<file path="src/rtl/seven_seg_pkg.sv">
// Shared types and constants for the seven-segment scan controller.
package seven_seg_pkg;

    typedef enum logic [1:0] {
        IDLE  = 2'd0,
        SHOW  = 2'd1,
        BLANK = 2'd2
    } scan_state_e;

    localparam logic [6:0] SEG_BLANK = 7'b0000000;
    localparam logic [3:0] BCD_MAX   = 4'd9;

    function automatic logic bcd_valid(input logic [3:0] code);
        return code <= BCD_MAX;
    endfunction

endpackage

</file>
<file path="src/rtl/seven_segment_display_decoder.sv">
// BCD to common-cathode seven-segment decoder, segments ordered {g,f,e,d,c,b,a}.
// Codes above 9 produce a dark digit.
module seven_segment_display_decoder
    import seven_seg_pkg::*;
(
    input  logic [3:0] binary_input,
    output logic [6:0] segment_output
);

    // Pure lookup; the caller registers the code and gates the result.
    always_comb begin
        segment_output = SEG_BLANK;
        case (binary_input)
            4'd0:    segment_output = 7'b0111111;
            4'd1:    segment_output = 7'b0000110;
            4'd2:    segment_output = 7'b1011011;
            4'd3:    segment_output = 7'b1001111;
            4'd4:    segment_output = 7'b1100110;
            4'd5:    segment_output = 7'b1101101;
            4'd6:    segment_output = 7'b1111101;
            4'd7:    segment_output = 7'b0000111;
            4'd8:    segment_output = 7'b1111111;
            4'd9:    segment_output = 7'b1101111;
            default: segment_output = SEG_BLANK;
        endcase
    end

endmodule

</file>
<file path="src/rtl/seven_segment_scan_controller.sv">
// Time-multiplexed scan controller for a common-cathode seven-segment display.
//
// state | meaning
// IDLE  | scanning off, outputs dark, displayed frame tracks pending frame
// SHOW  | active part of a digit slot, selected digit driven
// BLANK | tail of a digit slot, all digits dark (anti-ghosting gap)
//
// The slot timer counts down from SCAN_DIV-1 to 0; a count of SCAN_DIV-1
// is the first cycle of a slot. All outputs are registered from the
// next-state values so they line up with the state they describe.
module seven_segment_scan_controller
    import seven_seg_pkg::*;
#(
    parameter int NUM_DIGITS   = 4,
    parameter int SCAN_DIV     = 1000,
    parameter int BLANK_CYCLES = 2
) (
    input  logic                    clk,
    input  logic                    rst_n,
    input  logic                    enable,
    input  logic                    load,
    input  logic [4*NUM_DIGITS-1:0] digits_in,
    input  logic                    blank_lz,
    output logic [NUM_DIGITS-1:0]   digit_sel,
    output logic [6:0]              seg_out,
    output logic [3:0]              digit_code,
    output logic                    frame_done,
    output logic                    code_err
);

    localparam int IDX_W = (NUM_DIGITS > 1) ? $clog2(NUM_DIGITS) : 1;
    localparam int TMR_W = $clog2(SCAN_DIV + 1);

    localparam logic [IDX_W-1:0] IDX_LAST  = IDX_W'(NUM_DIGITS - 1);
    localparam logic [TMR_W-1:0] TMR_LOAD  = TMR_W'(SCAN_DIV - 1);
    localparam logic [TMR_W-1:0] TMR_BLANK = TMR_W'(BLANK_CYCLES);

    logic [1:0]              rst_sync;
    logic                    rst_int_n;
    scan_state_e             state, state_nxt;
    logic [IDX_W-1:0]        idx, idx_nxt;
    logic [TMR_W-1:0]        tmr, tmr_nxt;
    logic                    wrap;
    logic [4*NUM_DIGITS-1:0] pend, disp, disp_nxt;
    logic [NUM_DIGITS-1:0]   lz_mask;
    logic                    nz_above;
    logic [3:0]              code_nxt;
    logic                    show_nxt, supp_nxt, bad_nxt;
    logic                    blank_q;
    logic [6:0]              seg_raw;

    // Reset asserts immediately, releases two clock edges later.
    always_ff @(posedge clk or negedge rst_n) begin
        if (!rst_n) rst_sync <= 2'b00;
        else        rst_sync <= {rst_sync[0], 1'b1};
    end

    assign rst_int_n = rst_sync[1];

    // Pending frame: the most recent load always wins.
    always_ff @(posedge clk or negedge rst_int_n) begin
        if (!rst_int_n)  pend <= '0;
        else if (load)   pend <= digits_in;
    end

    // Scan state, slot index, slot timer and displayed frame.
    always_ff @(posedge clk or negedge rst_int_n) begin
        if (!rst_int_n) begin
            state <= IDLE;
            idx   <= '0;
            tmr   <= TMR_LOAD;
            disp  <= '0;
        end else begin
            state <= state_nxt;
            idx   <= idx_nxt;
            tmr   <= tmr_nxt;
            disp  <= disp_nxt;
        end
    end

    // Next-state: slot sequencing, frame wrap and the disp transfer point.
    always_comb begin
        state_nxt = state;
        idx_nxt   = idx;
        tmr_nxt   = tmr;
        wrap      = 1'b0;
        if (!enable) begin
            state_nxt = IDLE;
            idx_nxt   = '0;
            tmr_nxt   = TMR_LOAD;
        end else if (state == IDLE) begin
            state_nxt = SHOW;
            idx_nxt   = '0;
            tmr_nxt   = TMR_LOAD;
        end else if (tmr == '0) begin
            state_nxt = SHOW;
            tmr_nxt   = TMR_LOAD;
            if (idx == IDX_LAST) begin
                idx_nxt = '0;
                wrap    = 1'b1;
            end else begin
                idx_nxt = idx + 1'b1;
            end
        end else begin
            tmr_nxt   = tmr - 1'b1;
            state_nxt = (tmr > TMR_BLANK) ? SHOW : BLANK;
        end
        // pend is read before this edge's load lands, so a load on the
        // wrap edge waits for the following wrap.
        disp_nxt = (state == IDLE || wrap) ? pend : disp;
    end

    // Leading-zero mask: a position is suppressible when it and every
    // position above it hold zero; position 0 always stays lit.
    always_comb begin
        lz_mask  = '0;
        nz_above = 1'b0;
        for (int i = NUM_DIGITS - 1; i > 0; i--) begin
            nz_above   = nz_above | (disp_nxt[4*i +: 4] != 4'd0);
            lz_mask[i] = ~nz_above;
        end
    end

    // Per-slot decode of what the next cycle must present.
    always_comb begin
        show_nxt = (state_nxt == SHOW);
        code_nxt = disp_nxt[{idx_nxt, 2'b00} +: 4];
        supp_nxt = blank_lz & lz_mask[idx_nxt];
        bad_nxt  = ~bcd_valid(code_nxt);
    end

    // Registered display outputs and status pulses.
    always_ff @(posedge clk or negedge rst_int_n) begin
        if (!rst_int_n) begin
            digit_sel  <= '0;
            digit_code <= 4'd0;
            blank_q    <= 1'b1;
            frame_done <= 1'b0;
            code_err   <= 1'b0;
        end else begin
            digit_sel  <= (show_nxt && !supp_nxt) ? (NUM_DIGITS'(1) << idx_nxt) : '0;
            digit_code <= show_nxt ? code_nxt : 4'd0;
            blank_q    <= !show_nxt || supp_nxt || bad_nxt;
            frame_done <= wrap;
            code_err   <= show_nxt && (tmr_nxt == TMR_LOAD) && bad_nxt;
        end
    end

    seven_segment_display_decoder u_decoder (
        .binary_input   (digit_code),
        .segment_output (seg_raw)
    );

    assign seg_out = blank_q ? SEG_BLANK : seg_raw;

endmodule

</file>
<file path="config.mk">
export PLATFORM = sky130hd
export DESIGN_NAME = seven_segment_scan_controller
export DESIGN_NICKNAME = d
export VERILOG_FILES = /design/src/rtl/seven_seg_pkg.sv /design/src/rtl/seven_segment_display_decoder.sv /design/src/rtl/seven_segment_scan_controller.sv
export SDC_FILE = /design/constraint.sdc
export NUM_CORES = 1
export LEC_CHECK = 0
export BUFFER_PORTS_ARGS = -buffer_cell sky130_fd_sc_hd__buf_2
export CAP_MARGIN = 20
export CORE_MARGIN = 5
export CORE_UTILIZATION = 52
export DETAILED_ROUTE_END_ITERATION = 10
export PLACE_DENSITY_LB_ADDON = 0.05
export SLEW_MARGIN = 5
export SYNTH_ARGS = -nofsm -noshare
export SYNTH_HDL_FRONTEND = slang
export SYNTH_HIERARCHICAL = 1
export SYNTH_SLANG_ARGS = --single-unit
export TNS_END_PERCENT = 100
</file>
<file path="constraint.sdc">
create_clock -name clk -period 1.7 [get_ports clk]
set_input_delay 0.34 -clock clk [delete_from_list [all_inputs] [get_ports clk]]
set_output_delay 0.34 -clock clk [all_outputs]
set_load 0.1 [all_outputs]
</file>
* Yosys cells after proc, flatten, opt, wreduce, memory -nomap -nowiden
Memory sizes are Yosys's and may differ from the RTL's.
Cells that the tools add are included.
** Storage, ports and cells
- Register bits after elaboration :: 59
- ROM bits :: 112
- Input bits :: 21
- Output and inout bits :: 17
- Word-level logic and storage cells :: 63
- Memories kept :: 1
** Cells by class
- $add $sub $neg :: 2
- Order comparisons :: 3
- Eq/ne operators :: 3
- Shifts and indexed selects :: 2
- Multiplexer cells :: 21
- Bitwise operators :: 7
- Reductions and logical operators :: 13
** Memories
- (no name shown) :: words 16, bits a word 7, rd ports 1, clocked after memory_dff 0, wr ports 0, line seven_segment_display_decoder.sv:13 : case (binary_input)
** Operators with widths (number)
- two-way mux 10 bit :: 3
- two-way mux 16 bit :: 1
- two-way mux 2 bit :: 8
- indexed part select 16 x 5 -> 4 bit :: 1
- nonzero test 4 bit :: 3
- equality test 10 bit (second input constant) :: 1
- > comparator 10 x 2 -> 1 bit (second input constant) :: 1
- zero test 10 bit :: 1
- subtractor 10 x 1 -> 10 bit (second input constant) :: 1
- two-way mux 4 bit :: 2
- two-way mux 7 bit :: 1
- two-way mux 1 bit :: 5
- less-or-equal comparator 4 bit (second input constant) :: 1
- inverter 1 bit :: 4
- << shifter 1 x 2 -> 4 bit (first input constant) :: 1
- logical AND 1 bit :: 3
- logical OR 1 bit :: 3
- less-than comparator 2 x 3 -> 1 bit (second input constant) :: 1
- adder 2 x 1 -> 2 bit (second input constant) :: 1
- binary-select mux 1 bit (select 2 bit) :: 1
- equality test 2 x 1 -> 1 bit (second input constant) :: 1
- equality test 2 bit (second input constant) :: 1
- zero test 1 bit :: 2
- zero test 2 bit :: 1
- 2 further kinds :: 3

* Longest topological paths before layout
Gate-level depths: netlist of the first run.
- Depth after elaboration :: 17
- Depth in mapped cells :: 11
- Depth with buffers taken out :: 9

* By module
The synthesis of the first run kept the hierarchy.
** By module, submodules not included
- seven_segment_scan_controller :: times used 1, cells an instance 266, area an instance 2840.2 sq um, seq. area each 1487.7 sq um
- seven_segment_display_decoder :: times used 1, cells an instance 28, area an instance 219.0 sq um, seq. area each 0.0 sq um

* Least setup slack after synthesis of the first run
Ideal clock, no wire load.
- Path type :: register -> output
- Start :: reg digit_code[1]
- End :: out seg_out[0]
- Arrival :: 3.033 ns
- Data required time :: 1.360 ns
- Slack :: -1.673 ns
- Cell stages (with the launch flop) :: 7
- Buffers on the path :: 0
- Cell sequence :: dfrtp_1 > inv_2 > ha_1 > nor2_1 > a21oi_1 > o22ai_1 > nor2b_1
** Between the ends
- Cells in the longest elaborated chain, start to end :: 2
** Ends and longest elaborated chain
- start: declaration :: line seven_segment_scan_controller.sv:26 : output logic [3:0] digit_code,
- start signal: assignment :: line seven_segment_scan_controller.sv:142 : digit_code <= show_nxt ? code_nxt : 4'd0;
- memory (16 x 7 bit)
- named net seg_raw[0] :: line seven_segment_scan_controller.sv:50 : logic [6:0] seg_raw;
- two-way mux 7 bit :: line seven_segment_scan_controller.sv:154 : assign seg_out = blank_q ? SEG_BLANK : seg_raw;
- end: declaration :: line seven_segment_scan_controller.sv:25 : output logic [6:0] seg_out,
The timed path passes the listed nets, and every way through them passes these cells.

* Worst setup path in the final report of the first run
- Start :: reg tmr[2]
- End :: reg code_err
** Between the ends
- Cells in the longest elaborated chain, start to end :: 10
- Elaborated cells between the ends (all ways) :: 25
- Classes of those cells :: 1 x add/sub; 2 x order compare; 2 x eq/ne; 1 x shift; 14 x mux; 1 x bitwise; 4 x reduce/logical
** Ends and longest elaborated chain
- start: declaration :: line seven_segment_scan_controller.sv:42 : logic [TMR_W-1:0] tmr, tmr_nxt;
- start signal: assignment :: line seven_segment_scan_controller.sv:76 : tmr <= tmr_nxt;
- zero test 10 bit :: line seven_segment_scan_controller.sv:95 : end else if (tmr == '0) begin
- two-way mux 1 bit :: line seven_segment_scan_controller.sv:95
- two-way mux 1 bit :: line seven_segment_scan_controller.sv:91 : end else if (state == IDLE) begin
- two-way mux 1 bit :: line seven_segment_scan_controller.sv:87 : if (!enable) begin
- logical OR 1 bit :: line seven_segment_scan_controller.sv:110 : disp_nxt = (state == IDLE || wrap) ? pend : disp;
- two-way mux 16 bit :: line seven_segment_scan_controller.sv:110
- indexed part select 16 x 5 -> 4 bit :: line seven_segment_scan_controller.sv:127 : code_nxt = disp_nxt[{idx_nxt, 2'b00} +: 4];
- less-or-equal comparator 4 bit :: line seven_seg_pkg.sv:14 : return code <= BCD_MAX;
- inverter 1 bit :: line seven_segment_scan_controller.sv:129 : bad_nxt = ~bcd_valid(code_nxt);
- logical AND 1 bit (*) :: line seven_segment_scan_controller.sv:145 : code_err <= show_nxt && (tmr_nxt == TMR_LOAD) && bad_nxt;
- end signal: assignment :: line seven_segment_scan_controller.sv:145
- end: declaration :: line seven_segment_scan_controller.sv:28 : output logic code_err
Every way passes the cells marked *; elsewhere a longest branch is shown, timed or not.
A chain may end at the register's enable or synchronous reset.

==> results.sh, run 1 <==
export IMPL_seq_area_frac_synth_pct=48.6
export IMPL_critical_path_cell_chain="or4_4 > nor4_4 > nor2_4 > o221a_2 > a311o_1 > a41oi_2 > nor3b_2"
export IMPL_maxCapViolCount=0
export IMPL_routed_wl_um=8830
export IMPL_drt_wirelength_per_cell_um=17.3
export IMPL_gr_usage_all_layers_pct=23.1
export IMPL_cts_root_buf="clkbuf_8"
export IMPL_worst_slack_ns=-0.790
export IMPL_slowest_delay_ns=0.61
export IMPL_cp_end_kind="register"
export IMPL_synth_seq_cells=59
export IMPL_setup_violations=37
export IMPL_dr_pass1_iters=4
export IMPL_fin_worst_skew_ns=0.0111
export IMPL_synthArstFlopShare_pct=100
export IMPL_grt_overflow=0
export IMPL_die_area_um2=7520
export IMPL_antenna_left=0
export IMPL_synth_edf_count=0
export IMPL_cpLargestDelayFamily="simple AND/OR/NAND/NOR gates"
export IMPL_p_leak_nw=2.27
export IMPL_cp_startpoint="tmr[2]$_DFF_PN1_"
export IMPL_rsz0062_at_grt="true"
export IMPL_worst_ep_arrival_time_ns=2.76
export IMPL_hold_class="register to async pin"
export IMPL_criticalPathCategory="register to register"
export IMPL_initial_core_util_pct=52.6
export IMPL_drt_initial_drc_count=145
export IMPL_grt_antenna_before_repair=0
export IMPL_die_width_um=86.7
export IMPL_crit_path_top_delay_cell="or4_4"
export IMPL_start_kind="register"
export IMPL_fp_row_count=28
export IMPL_dp_cells=465
export IMPL_core_area_um2=5820
export IMPL_hold_worst_slack_ns=0.194
export IMPL_crit_buf_inv=0
export IMPL_yosysTopAreaCell="dfrtp_1"
export IMPL_cts_tree="done"
export IMPL_ys_flop_type="dfrtp_1"
export IMPL_grt_pass1_wl_um=13300
export IMPL_fp_dieH_um=86.7
export IMPL_design_area_um2=4870
export IMPL_finalCriticalPeriod_ns=2.49
export IMPL_clk_pin_slew_ns=0.07
export IMPL_power_density_nw_per_um2=781
export IMPL_status="complete, but fails checks"
export IMPL_syn_to_final_growth_pct=59.3
export IMPL_synth_cell_type_count=51
export IMPL_clock_path_buffers=2
export IMPL_r2r_start="tmr[2]$_DFF_PN1_"
export IMPL_viasPerCell=5.49
export IMPL_cts_sinks=59
export IMPL_nets=460
export IMPL_vdd_drop_max_mv=0.760
export IMPL_layout_common_cells="67 x buf_4, 45 x dfrtp_1, 32 x nand2_1"
export IMPL_insertion_delay_ns=0.34
export IMPL_pre_cts_ws_ns=-0.815
export IMPL_port_buffer_count=37
export IMPL_max_freq_mhz=402
export IMPL_final_common_cell="buf_4"
export IMPL_syn_inst=294
export IMPL_synth_cell_area_um2=3060
export IMPL_synth_top_area_share_pct=40.9
export IMPL_grt_max_degree=41
export IMPL_violations="setup timing"
export IMPL_dpl_cell_area_um2=4050
export IMPL_hpwl_um=5500
export IMPL_io_pins=38
export IMPL_stdcell_count=509
export IMPL_hold_violations=0
export IMPL_fin_crit_sh_pct=146
export IMPL_first_global_vias=2731
export IMPL_drive_above_1_share_pct=62.7
export IMPL_synthTopCellsByArea="dfrtp_1 41%, dfstp_2 7.7%, mux2_2 6.6%"
export IMPL_required_ns=1.97
export IMPL_drcViolationCount=0
export IMPL_worst_pin_slew_ns=0.536
export IMPL_place_congestion=0.886
export IMPL_avgSynthCellArea_um2=10.4
export IMPL_routed_via_count=2794
export IMPL_syn_nets=325
export IMPL_maxSlewHeadroom_pct=63.9
export IMPL_htreeDepth=3
export IMPL_n_antenna_cell=0
export IMPL_critPathMaxFanout=5
export IMPL_yosys_warnings=6
export IMPL_cts_made_buffers=9
export IMPL_slew_violations=0
## cell usage after synthesis, drive strengths merged, types with 4 or more instances
| master | instances |
|---|---|
| inv | 16 |
| xor2 | 4 |
| nand2 | 52 |
| nand3 | 5 |
| or4 | 8 |
| ha | 10 |
| mux2i | 7 |
| nor2 | 16 |
| nor3 | 8 |
| mux2 | 19 |
| dfstp | 9 |
| nor4 | 6 |
| dfrtp | 50 |
| o21ai | 12 |
| buf | 6 |
| nor2b | 7 |
| o22ai | 9 |
| a21oi | 7 |
## logic make-up after synthesis
logic type	after synthesis	share of synthesized area [%]
adder cells (fa/ha/maj)	10	4.09
other	1	0.123
buffers and inverters	25	4.21
AND/OR/NAND/NOR	117	20.0
XOR/XNOR	7	2.00
flip-flops	59	48.6
AO/OA/AOI/OAI	49	11.7
multiplexers	26	9.28
## through the flow
step / setup TNS, ns / util [%] / total power, W
floorplan: -12.02 / - / 0.00219
global placement: -9.83 / 69.6 / 0.00247
detailed placement: -10.76 / 69.6 / 0.00249
CTS: -11.57 / 78.6 / 0.00371
global route: -15.25 / 83.8 / 0.00400
finish: -12.75 / 83.8 / 0.00381
## final timing paths
kind,to,slack (ns),depth (start not counted)
max,code_err$_DFF_PN0_,-0.79,7
min,pend[4]$_DFFE_PN0P_,0.19,0
max reg2reg,code_err$_DFF_PN0_,-0.79,7
min reg2reg,pend[4]$_DFFE_PN0P_,0.19,0
max in group asynchronous,tmr[0]$_DFF_PN1_,0.90,1
min in group clk,pend[3]$_DFFE_PN0P_,0.20,3
## cell type report
cell class / instances / area, um2
well taps: 75 / 93.8
inverters: 16 / 75.1
multi-input cells: 210 / 1900
fillers: 303 / 941
repair buffers: 133 / 1130
clock inverters: 4 / 25.0
flip-flops and latches: 59 / 1490
clock buffers: 12 / 155
## sequential cells by signal, summed over array words and instances (netlist names)
register,count
blank_q,1
code_err,1
digit_code,4
digit_sel,4
disp,16
frame_done,1
idx,2
pend,16
rst_sync,2
state,2
tmr,10
## power breakdown
group / switching (W) / internal [W] / total (W) / leakage (nW)
Sequential: 0.000103 / 0.00151 / 0.00162 / 0.709
Clock: 0.000561 / 0.000603 / 0.00116 / 0.0884
Combinational: 0.000567 / 0.000460 / 0.00103 / 1.47
## routing by layer
layer / GRT usage [%] / routed length, um / up-vias
met5: 0 / 0 / -
met3: 5.99 / 436 / 30
met2: 37.8 / 4470 / 85
li1: - / - / 1313
met1: 28.9 / 3580 / 1366
met4: 10.1 / 337 / 0
## what timing repair did
action	CTS	global route
setup buffers	12	21
resized for setup	57	54
hold endpoints to repair	2	0
hold buffers	1	0
endpoints found under the setup margin	44	44
pin swaps	27	21
Power figures use the tool's default switching activity.
==> inputs of run 2 (changes only) <==
--- a/config.mk
+++ b/config.mk
@@ -5,6 +5,7 @@
 export SDC_FILE = /design/constraint.sdc
 export NUM_CORES = 1
 export LEC_CHECK = 0
+export ABC_AREA = 1
 export BUFFER_PORTS_ARGS = -buffer_cell sky130_fd_sc_hd__buf_2
 export CAP_MARGIN = 20
 export CORE_MARGIN = 5
==> results.sh, run 2 <==
export IMPL_status="complete, but fails checks"
export IMPL_violations="setup timing"
export IMPL_grt_antenna_before_repair=0
export IMPL_nets=473
export IMPL_tns_ns=-3.87
export IMPL_power_frac_comb_pct=24.4
export IMPL_synthTopCellsByArea="dfrtp_1 42%, nand2_1 11%, dfstp_2 7.9%"
export IMPL_criticalPathCategory="register to register"
export IMPL_synth_top_area_share_pct=41.9
export IMPL_p_sw_w=0.00119
export IMPL_synth_cell_type_count=35
export IMPL_start_kind="register"
export IMPL_drcViolationCount=0
export IMPL_rsz0062_at_grt="true"
export IMPL_swShare_pct=31.5
export IMPL_gr_usage_all_layers_pct=20.8
export IMPL_power_density_nw_per_um2=842
export IMPL_n_antenna_cell=0
export IMPL_reg_top3="disp: 16 flops, pend: 16 flops, tmr: 10 flops"
export IMPL_clk_pin_slew_ns=0.07
export IMPL_synth_edf_count=0
export IMPL_routed_wl_um=7230
export IMPL_grt_pass1_wl_um=11800
export IMPL_power_w=0.00376
export IMPL_cts_sinks=59
export IMPL_clockPowerShare_pct=33.5
export IMPL_antenna_left=0
export IMPL_drive_above_1_share_pct=58.4
export IMPL_drt_initial_drc_count=116
export IMPL_cts_tree="done"
export IMPL_htreeDepth=3
export IMPL_cts_made_buffers=9
export IMPL_p_leak_nw=2.21
export IMPL_first_global_vias=2562
export IMPL_synth_seq_cells=59
export IMPL_seq_area_frac_synth_pct=49.8
export IMPL_p_seq_share_pct=42.2
export IMPL_hold_violations=0
export IMPL_syn_to_final_growth_pct=49.6
export IMPL_place_congestion=0.865
export IMPL_grt_overflow=0
export IMPL_p_int_w=0.00258
export IMPL_fp_dieH_um=85.8
export IMPL_insertion_delay_ns=0.35
export IMPL_grt_max_degree=58
export IMPL_synthTopCellsByCount="84 x nand2_1, 50 x dfrtp_1, 39 x inv_1, 31 x nor2_1, 24 x nand3_1"
export IMPL_setup_violations=19
export IMPL_dr_pass1_iters=5
export IMPL_finalCriticalPeriod_ns=2.01
export IMPL_die_area_um2=7360
export IMPL_io_pins=38
export IMPL_fin_worst_skew_ns=0.00887
export IMPL_die_width_um=85.8
export IMPL_layout_common_cells="66 x nand2_1, 55 x buf_4, 45 x dfrtp_1"
export IMPL_drt_wirelength_per_cell_um=13.9
export IMPL_fp_row_count=27
export IMPL_port_buffer_count=37
export IMPL_critPathMaxFanout=5
export IMPL_syn_inst=333
export IMPL_max_freq_mhz=498
export IMPL_synthArstFlopShare_pct=100
export IMPL_avgSynthCellArea_um2=8.97
export IMPL_yosysTopAreaCell="dfrtp_1"
export IMPL_routed_via_count=2521
export IMPL_dpl_cell_area_um2=3860
export IMPL_initial_core_util_pct=53.9
export IMPL_maxCapViolCount=0
export IMPL_ys_flop_type="dfrtp_1"
export IMPL_fin_crit_sh_pct=118
export IMPL_worst_ep_arrival_time_ns=2.24
export IMPL_worst_slack_ns=-0.309
export IMPL_hold_worst_slack_ns=0.197
export IMPL_design_area_um2=4470
export IMPL_syn_nets=364
export IMPL_cp_end_kind="register"
export IMPL_synth_cell_area_um2=2990
export IMPL_required_ns=1.93
export IMPL_final_common_cell="nand2_1"
export IMPL_slew_violations=0
export IMPL_clock_path_buffers=2
export IMPL_yosysMostFrequentCell="nand2_1"
export IMPL_vdd_drop_max_mv=0.567
export IMPL_nFillCells=343
export IMPL_viasPerCell=4.86
export IMPL_cts_root_buf="clkbuf_8"
export IMPL_hold_class="input port to register"
export IMPL_yosys_warnings=6
export IMPL_hpwl_um=4590
export IMPL_core_area_um2=5540
## run 2: changes by cell type after synthesis, sizes merged, moves of 7 or more
cell,previous run,this run
nor2,16,44
nand2,52,102
nor2b,7,0
o22ai,9,0
inv,16,43
or4,8,0
mux2i,7,0
nand3,5,32
## run 2: worst paths after layout
| check | start | to | slack (ns) | cells after the start |
|---|---|---|---|---|
| worst min-delay path | digits_in[13] | pend[13]$_DFFE_PN0P_ | 0.20 | 3 |
| min in group asynchronous | rst_sync[1]$_DFF_PN0_ | idx[1]$_DFF_PN0_ | 0.27 | 1 |
| worst max-delay path | tmr[4]$_DFF_PN0_ | digit_sel[1]$_DFF_PN0_ | -0.31 | 13 |
| max in group asynchronous | rst_sync[1]$_DFF_PN0_ | blank_q$_DFF_PN1_ | 1.14 | 1 |
| worst max register to register | tmr[4]$_DFF_PN0_ | digit_sel[1]$_DFF_PN0_ | -0.31 | 13 |
| worst min register to register | rst_sync[1]$_DFF_PN0_ | idx[1]$_DFF_PN0_ | 0.27 | 1 |
## run 2: cells by family (layout without fill, tap and decap cells)
| group | Yosys count | count (layout) | share of synthesized area (%) |
|---|---|---|---|
| other cells | 1 | 1 | 0.126 |
| simple gates | 185 | 186 | 30.2 |
| mux | 13 | 13 | 4.90 |
| buf+inv | 48 | 161 | 6.91 |
| fa+ha+maj | 10 | 10 | 4.19 |
| xor+xnor | 5 | 5 | 1.47 |
| compound gates | 12 | 12 | 2.43 |
| flops | 59 | 59 | 49.8 |
## run 2: stage by stage
stage	worst slack (ns)	std cells	utilization [%]
after floorplan	-0.482	333	-
after global placement	-0.259	486	69.7
after detailed placement	-0.284	486	69.7
after CTS	-0.252	513	77.1
after global routing	-0.409	519	80.7
final	-0.309	519	80.7
## run 2: what timing repair did
action | CTS | global route
hold buffers | 1 | 0
endpoints found under the setup margin | 17 | 19
buffers inserted | 9 | 7
gates resized for setup | 39 | 37
endpoints found under the hold margin | 2 | 0
pin swaps | 22 | 25
gates cloned | 1 | 0
## run 2: critical path, cell delays in order, from the launching register on
cell,delay (ns)
dfrtp_1,0.41
nor2_4,0.16
nand3_4,0.11
nor2_4,0.19
nand2_8,0.12
buf_12,0.16
nand3_2,0.06
nand2_2,0.08
nor2_1,0.11
nand2_1,0.09
nand2_1,0.08
nand3_2,0.12
nand2_4,0.13
nor2_1,0.05
## run 2: power by group through the flow
stage,logic (W),registers (W),clock network (W)
after global placement,0.000800,0.00160,0
after floorplan,0.000465,0.00169,0
after CTS,0.000872,0.00158,0.00129
after detailed placement,0.000812,0.00161,0
after global routing,0.000986,0.00160,0.00135
final,0.000917,0.00159,0.00126
## run 2: metal layers
| layer | wire [um] | part of all wire, % | up-vias | global-route usage, % |
|---|---|---|---|---|
| met3 | 280 | 3.9 | 13 | 4.80 |
| met1 | 2930 | 40 | 1202 | 24.6 |
| li1 | - | - | 1255 | - |
| met4 | 189 | 2.6 | 0 | 9.78 |
| met5 | 0 | 0 | - | 0 |
| met2 | 3830 | 53 | 51 | 35.7 |
## run 2: final cells by class
| type | instances | area, um2 | area share (%) |
|---|---|---|---|
| Clock buffer | 11 | 141 | 3.16 |
| Clock inverter | 5 | 52.6 | 1.18 |
| Inverter | 43 | 171 | 3.84 |
| Multi-Input combinational cell | 227 | 1680 | 37.6 |
| Sequential cell | 59 | 1490 | 33.4 |
| Tap cell | 72 | 90.1 | 2.02 |
| Timing Repair Buffer | 102 | 841 | 18.8 |
